[src/rtl/shift_issue_stage.sv]
// ---------------------------------------------------------------------------
// shift_issue_stage : two-stage pipelined shift/rotate unit with handshakes
// rev 1.0
// ---------------------------------------------------------------------------
`default_nettype none

module shift_issue_stage_ror #(
   parameter int W = 8
) (
   input  logic [W-1:0] data_in,
   input  logic [3:0]   amt,
   output logic [W-1:0] data_out
);
   logic [W-1:0] stage [0:4];

   assign stage[0] = data_in;

   // Log rotator: stage k rotates right by 2**k (mod W) when amt[k] is set.
   for (genvar k = 0; k < 4; k++) begin : g_stage
      localparam int SH = (2 ** k) % W;
      assign stage[k+1] = amt[k] ? W'({stage[k], stage[k]} >> SH) : stage[k];
   end

   assign data_out = stage[4];
endmodule

module shift_issue_stage #(
   parameter int DATA_W = 8,
   parameter int AMT_W  = 8
) (
   input  logic              CLK,
   input  logic              RESET,
   input  logic              IN_VALID,
   output logic              IN_READY,
   input  logic [1:0]        OPCODE,
   input  logic [DATA_W-1:0] INDATA,
   input  logic [AMT_W-1:0]  AMOUNT,
   output logic              OUT_VALID,
   input  logic              OUT_READY,
   output logic [DATA_W-1:0] OUTDATA,
   output logic              OUT_ZERO
);
   localparam logic [1:0] OP_SLL = 2'b00;
   localparam logic [1:0] OP_SRL = 2'b01;
   localparam logic [1:0] OP_SRA = 2'b10;
   localparam logic [1:0] OP_ROR = 2'b11;

   logic              v1_q, v1_d;
   logic              v2_q, v2_d;
   logic [1:0]        op1_q, op1_d;
   logic [DATA_W-1:0] data1_q, data1_d;
   logic [3:0]        eff1_q, eff1_d;
   logic              sat1_q, sat1_d;
   logic [DATA_W-1:0] res2_q, res2_d;
   logic              zero2_q, zero2_d;

   logic              adv2;
   logic              in_rdy;
   logic              in_fire;
   logic              cap_sat;
   logic [DATA_W-1:0] ror_res;
   logic [DATA_W-1:0] exec_res;

   always_comb begin
      adv2    = v1_q & (~v2_q | OUT_READY);
      in_rdy  = ~v1_q | adv2;
      in_fire = IN_VALID & in_rdy;
   end

   // Stage 1: capture operands, pre-decode amount into eff/sat.
   always_comb begin
      cap_sat = (OPCODE != OP_ROR) & (|AMOUNT[AMT_W-1:3]);
      v1_d    = in_fire | (v1_q & ~adv2);
      op1_d   = op1_q;
      data1_d = data1_q;
      eff1_d  = eff1_q;
      sat1_d  = sat1_q;
      if (in_fire) begin
         op1_d   = OPCODE;
         data1_d = INDATA;
         sat1_d  = cap_sat;
         eff1_d  = cap_sat ? 4'd0 : {1'b0, AMOUNT[2:0]};
      end
   end

   shift_issue_stage_ror #(
      .W (DATA_W)
   ) u_ror (
      .data_in  (data1_q),
      .amt      (eff1_q),
      .data_out (ror_res)
   );

   // Stage 2: execute and register result.
   always_comb begin
      exec_res = data1_q;
      case (op1_q)
         OP_SLL:  exec_res = sat1_q ? '0 : (data1_q << eff1_q);
         OP_SRL:  exec_res = sat1_q ? '0 : (data1_q >> eff1_q);
         OP_SRA:  exec_res = sat1_q ? {DATA_W{data1_q[DATA_W-1]}}
                                    : $unsigned($signed(data1_q) >>> eff1_q);
         default: exec_res = ror_res;
      endcase
      v2_d    = adv2 | (v2_q & ~OUT_READY);
      res2_d  = adv2 ? exec_res : res2_q;
      zero2_d = adv2 ? (exec_res == '0) : zero2_q;
   end

   always_ff @(posedge CLK or negedge RESET) begin
      if (!RESET) begin
         v1_q    <= 1'b0;
         v2_q    <= 1'b0;
         op1_q   <= 2'b00;
         data1_q <= '0;
         eff1_q  <= 4'd0;
         sat1_q  <= 1'b0;
         res2_q  <= '0;
         zero2_q <= 1'b0;
      end else begin
         v1_q    <= v1_d;
         v2_q    <= v2_d;
         op1_q   <= op1_d;
         data1_q <= data1_d;
         eff1_q  <= eff1_d;
         sat1_q  <= sat1_d;
         res2_q  <= res2_d;
         zero2_q <= zero2_d;
      end
   end

   assign IN_READY  = in_rdy;
   assign OUT_VALID = v2_q;
   assign OUTDATA   = res2_q;
   assign OUT_ZERO  = zero2_q;
endmodule

`default_nettype wire

[config.mk]
export PLATFORM = sky130hd
export DESIGN_NAME = shift_issue_stage
export DESIGN_NICKNAME = d
export VERILOG_FILES = /design/src/rtl/shift_issue_stage.sv
export SDC_FILE = /design/constraint.sdc
export NUM_CORES = 1
export LEC_CHECK = 0
export ABC_AREA = 1
export CAP_MARGIN = 20
export CORE_MARGIN = 5
export CORE_UTILIZATION = 50
export DETAILED_ROUTE_END_ITERATION = 6
export DONT_BUFFER_PORTS = 1
export SYNTH_ARGS = -nofsm -noshare
export SYNTH_HDL_FRONTEND = slang
export SYNTH_SLANG_ARGS = --single-unit
[constraint.sdc]
create_clock -name CLK -period 3 [get_ports CLK]
set_input_delay 0.3 -clock CLK [delete_from_list [all_inputs] [get_ports CLK]]
set_output_delay 0.3 -clock CLK [all_outputs]
set_load 0.1 [all_outputs]
# Word-level counts from Yosys, hierarchy flattened
# Cells that the tools add are included.
# classes
n_eq_ne,3
shift,3
n_mux,8
n_bitwise,13
n_reduce_logical,3
# ops
op,n
2-to-1 mux 8 bit,6
one-hot mux 8 bit (3 select lines),1
logical NOT 8 bit,1
left shift 8 x 4 -> 8 bit,1
right shift 8 x 4 -> 8 bit,1
>>> shifter 8 x 4 -> 8 bit,1
bitwise AND 1 bit,5
OR reduction 5 bit,1
NOT 1 bit,4
bitwise OR 1 bit,4
2-to-1 mux 3 bit,1
"equality test 2 x 1 -> 1 bit, second input constant",1
"equality test 2 bit, second input constant",1
logical NOT 2 bit,1
"inequality test 2 bit, second input constant",1
# word_totals
register_bits,26
wordCells,38

# Depth between registers and ports, before layout
# depth
ltp_word,6
mapped_depth,16
mapped_depth_nobuf,16

# Hierarchy
# Synthesis repeated with hierarchy kept, for this count alone.
# unflattened
cells_unflattened,325
hier_area_um2,1975.6
# by_module_without_submodules
module,n_inst,cells_each,area_per_inst_um2,seq_area_each_um2
shift_issue_stage,1,263,1639.1,625.6
shift_issue_stage_ror,1,62,336.6,0.0

# Worst setup path before layout
# Ideal clock, no wire load.
# synth_timing
kind,reg2reg
startpoint,"register v2_q, in the netlist OUT_VALID"
endpoint,register data1_q[0]
t_arrival_ns,2.742
slack_ns,0.141
path_stages_with_launch,7
path_buffers,1
path_cell_list,dfrtp_1 nand3_1 nand2_1 inv_1 clkbuf_1 nand2_1 nand2_1
# synth_between
elab_chain_len,5
# synth_lines
element,line,source
start: declaration,49,"logic v2_q, v2_d;"
start signal: assignment,121,v2_q <= v2_d;
NOT 1 bit,65,adv2 = v1_q & (~v2_q | OUT_READY);
bitwise OR 1 bit,65,
bitwise AND 1 bit,65,
bitwise OR 1 bit,66,in_rdy = ~v1_q | adv2;
named net IN_READY,34,"output logic IN_READY,"
bitwise AND 1 bit,67,in_fire = IN_VALID & in_rdy;
end signal: assignment,123,data1_q <= data1_d;
end: declaration,51,"logic [DATA_W-1:0] data1_q, data1_d;"
# The timed path passes the listed nets, and every way through them passes these cells.
# A chain may end at the register's enable or synchronous reset.

# Final worst setup path
# layout_timing
startpoint,register eff1_q[1]
endpoint,"register zero2_q, in the netlist OUT_ZERO"
# layout_between
elab_chain_len,4
word_cells_on_any_way,10
# layout_lines
element,line,source
start: declaration,52,"logic [3:0] eff1_q, eff1_d;"
start signal: assignment,115,eff1_q <= 4'd0;
start signal: assignment,124,eff1_q <= eff1_d;
">>> shifter 8 x 4 -> 8 bit, or another cell as far along",101,: $unsigned($signed(data1_q) >>> eff1_q);
"2-to-1 mux 8 bit, on equally long branches",-,
one-hot mux 8 bit (3 select lines) *,97,case (op1_q)
logical NOT 8 bit *,106,zero2_d = adv2 ? (exec_res == '0) : zero2_q;
end signal: assignment,127,zero2_q <= zero2_d;
end: declaration,55,"logic zero2_q, zero2_d;"
# Every way passes the cells marked *; elsewhere a longest branch is shown, timed or not.

==> impl_results.md <==
- Die width: 71.6 um
- Setup CP Type: reg2reg
- Yosys Warn Count: 0
- Total iterations of the first detailed-routing run: 4
- Most frequent cells in the layout: nand2_1 (124), nand3_1 (39), dfrtp_1 (25)
- R2r endpoint: OUT_ZERO
- Worst Path Required: 3210 ps
- Final Max Slew Viols: 0
- # resized after CTS: 0
- Layout cells sized above 1: 12.1%
- Worst reg-to-reg path cell count: 12
- Outcome: complete, no violations
- Layout area overhead: 3.83%
- Clk slew on worst S/H paths: 80 ps
- Tmin final: 1890 ps
- Die H: 71.6 um
- Reg-to-Reg Start: eff1_q[1]
- First-pass GRT wire length: 8.02 mm
- Skew final: 2.52 ps
- Nature of the critical path endpoint: flip-flop
- HP Class: in2reg
- CP peak stage delay: 810 ps
- Slew HR: 39.9%
- CP max-delay cell: dfrtp_1
- GRT Resource Usage Total: 19.7%
- PwrDens: 652 mW/mm^2
- Post-route DRC: 0
- Pin count of the biggest net entering global routing: 26
- #FFs+latches synth: 25
- Fin area: 0.00197 sq mm
- Crit-path max FO: 19
- Core Rows: 22
- P_leak: 1.05 nW
- Full die area: 0.00512 sq mm
- Number of global-route vias before repair: 1708
- Root buffer cell: clkbuf_8
- CTS Buffer Depth: 2
- Kind of cell adding the most delay to the critical path: simple AND/OR/NAND/NOR gates
- Dpl hpwl: 3.61 mm
- Unrepaired setup endpoints after global routing: false
- Initial antenna violation count: 0
- Worst Hold End: v1_q
- Drt total wl: 4.57 mm
- Post-synth cell types: 31
- GRT overflow: 0
- Iter 0 DRT Violations: 142
- Startpoint types: flip-flop
- Antenna Nets Post-Route: 0
- Starting Density: 51.8%
- Detail-routed via count per cell: 5.30
- Syn Area/Cell: 6.49 sq um
- Core box area: 0.00366 sq mm
- Total CTS buffers: 3
- Met2 WL: 2.03 mm
- WL met3: 170 um
- Period utilisation layout: 62.9%
- Hold path cells: 2
- Top Metal Used: met4
- Fin nets: 313
- Placer Congestion: 0.870
- M1 WL: 2.28 mm
- Setup Fix Bufs, Post-CTS: 0
- Cell Chain, Critical Path: inv_8, nand2_1, nand2_1, nand2_1, nand4_1, nand2_1, nand2_1, nor2_1, nand2_1, nor2_1, nand2_1, nand2_1
- CP most frequent cell: nand2_1
- Setup Viol. Count Final: 0
- Total number of vias: 1792
- Worst-Margin Slew: 902 ps
- Most common cell after layout, fill and taps aside: nand2_1
- Setup_tns: 0 ps
- Final hold violations: 0
- Post-synth net total: 314
- Max Clk Rate: 530 MHz
- Reg2reg setup slack: 1110 ps
- Wire length per cell: 13.5 um
- WP buf/inv: 1
- H-tree depth: 1
- I/O Buffers: 0
- Post-Syn Instances: 292
- Placed inst area: 0.00189 sq mm
- TritonCTS clock tree: built
- Peak VDD IR: 0.305 mV
- Clock Latency Late Sink: 270 ps
- CTS Sinks: 25
- Synthesized area: 0.00190 sq mm
- Hold_sp: IN_VALID
- Ant. Diodes: 0
- Max_cap viols: 0
- Arrival @ worst endpoint: 2100 ps
- Ports: 33
- Pwr Total: 1.28 mW
- Seq/Total Area, Yosys: 33.0%
-- metrics by stage --
stage                     worst slack, ps  cells  hold WS [ps]  utilization [%]
after detailed placement             1140    332          4.95             51.7
after global placement               1080    332          4.94             51.7
final                                1110    338           131             53.8
after CTS                            1110    338           125             53.8
after global routing                  805    338           127             53.8
after floorplan                       141    292          4.41                -
-- area by class of cell --
type	instances	area, sq um
clock buffers	4	45.0
well taps	48	60.1
inverters	21	113
flip-flops and latches	25	626
multi-input cells	236	1080
repair buffers	4	45.0
fillers	393	1690
-- power by group --
group / internal [mW] / switching, mW / total [mW] / leakage, nW
Combinational: 0.141 / 0.252 / 0.393 / 0.719
Sequential: 0.388 / 0.304 / 0.692 / 0.311
Clock: 0.0951 / 0.103 / 0.198 / 0.0228
Total: 0.624 / 0.659 / 1.28 / 1.05
-- flip-flops by register name, indices dropped and copies added (netlist names) --
signal and flops:
OUTDATA 8, OUT_VALID 1, OUT_ZERO 1, data1_q 8
eff1_q 3, op1_q 2, sat1_q 1, v1_q 1
-- cell usage after synthesis --
library cell | number | area (sq um)
a21oi_1 | 5 | 25.0
a21oi_2 | 2 | 17.5
a31oi_1 | 2 | 12.5
and2_1 | 1 | 6.26
and2_4 | 2 | 17.5
and3_1 | 1 | 6.26
buf_2 | 2 | 10.0
buf_4 | 1 | 7.51
buf_6 | 3 | 33.8
buf_8 | 1 | 15.0
bufinv_16 | 1 | 30.0
clkbuf_1 | 3 | 11.3
dfrtp_1 | 25 | 626
inv_1 | 14 | 52.6
inv_2 | 5 | 18.8
inv_8 | 1 | 11.3
nand2_1 | 124 | 465
nand2_2 | 11 | 68.8
nand3_1 | 39 | 195
nand3_2 | 4 | 40.0
nand3b_1 | 1 | 7.51
nand4_1 | 5 | 31.3
nor2_1 | 20 | 75.1
nor2_2 | 2 | 12.5
nor3_1 | 1 | 5.00
o211ai_1 | 2 | 15.0
o21ai_0 | 10 | 50.1
o21ai_1 | 1 | 5.00
o21ai_2 | 1 | 8.76
o32ai_1 | 1 | 8.76
or3_1 | 1 | 6.26
-- how the worst max path moves through the flow --
stage | depth (start not counted) | end | slack (ps) | start
after floorplan | 6 | data1_q[0] | 140 | OUT_VALID
after global placement | 8 | OUT_ZERO | 1080 | eff1_q[1]
after detailed placement | 12 | OUT_ZERO | 1140 | eff1_q[1]
after CTS | 12 | OUT_ZERO | 1110 | eff1_q[1]
after global routing | 11 | OUT_ZERO | 800 | eff1_q[2]
final | 12 | OUT_ZERO | 1110 | eff1_q[1]
-- routing by layer --
layer,up-vias,track usage [%]
li1,933,-
met5,-,0
met3,9,3.09
met4,0,6.05
met2,41,29.3
met1,809,29.2
-- cells by family (layout without fill, tap and decap cells) --
kind of cell / Yosys count / count (layout) / share of synthesized area (%)
AND/OR/NAND/NOR: 212 / 212 / 49.4
buffers and inverters: 31 / 29 / 10.0
flip-flops: 25 / 25 / 33.0
AO/OA/AOI/OAI: 24 / 24 / 7.52
-- what timing repair did --
| action | in CTS | in global routing |
|---|---|---|
| endpoints found under the setup margin | 0 | 0 |
| hold endpoints to repair | 25 | 0 |
| hold buffers | 2 | 0 |
Note: power is estimated with default switching activity, not from simulation.
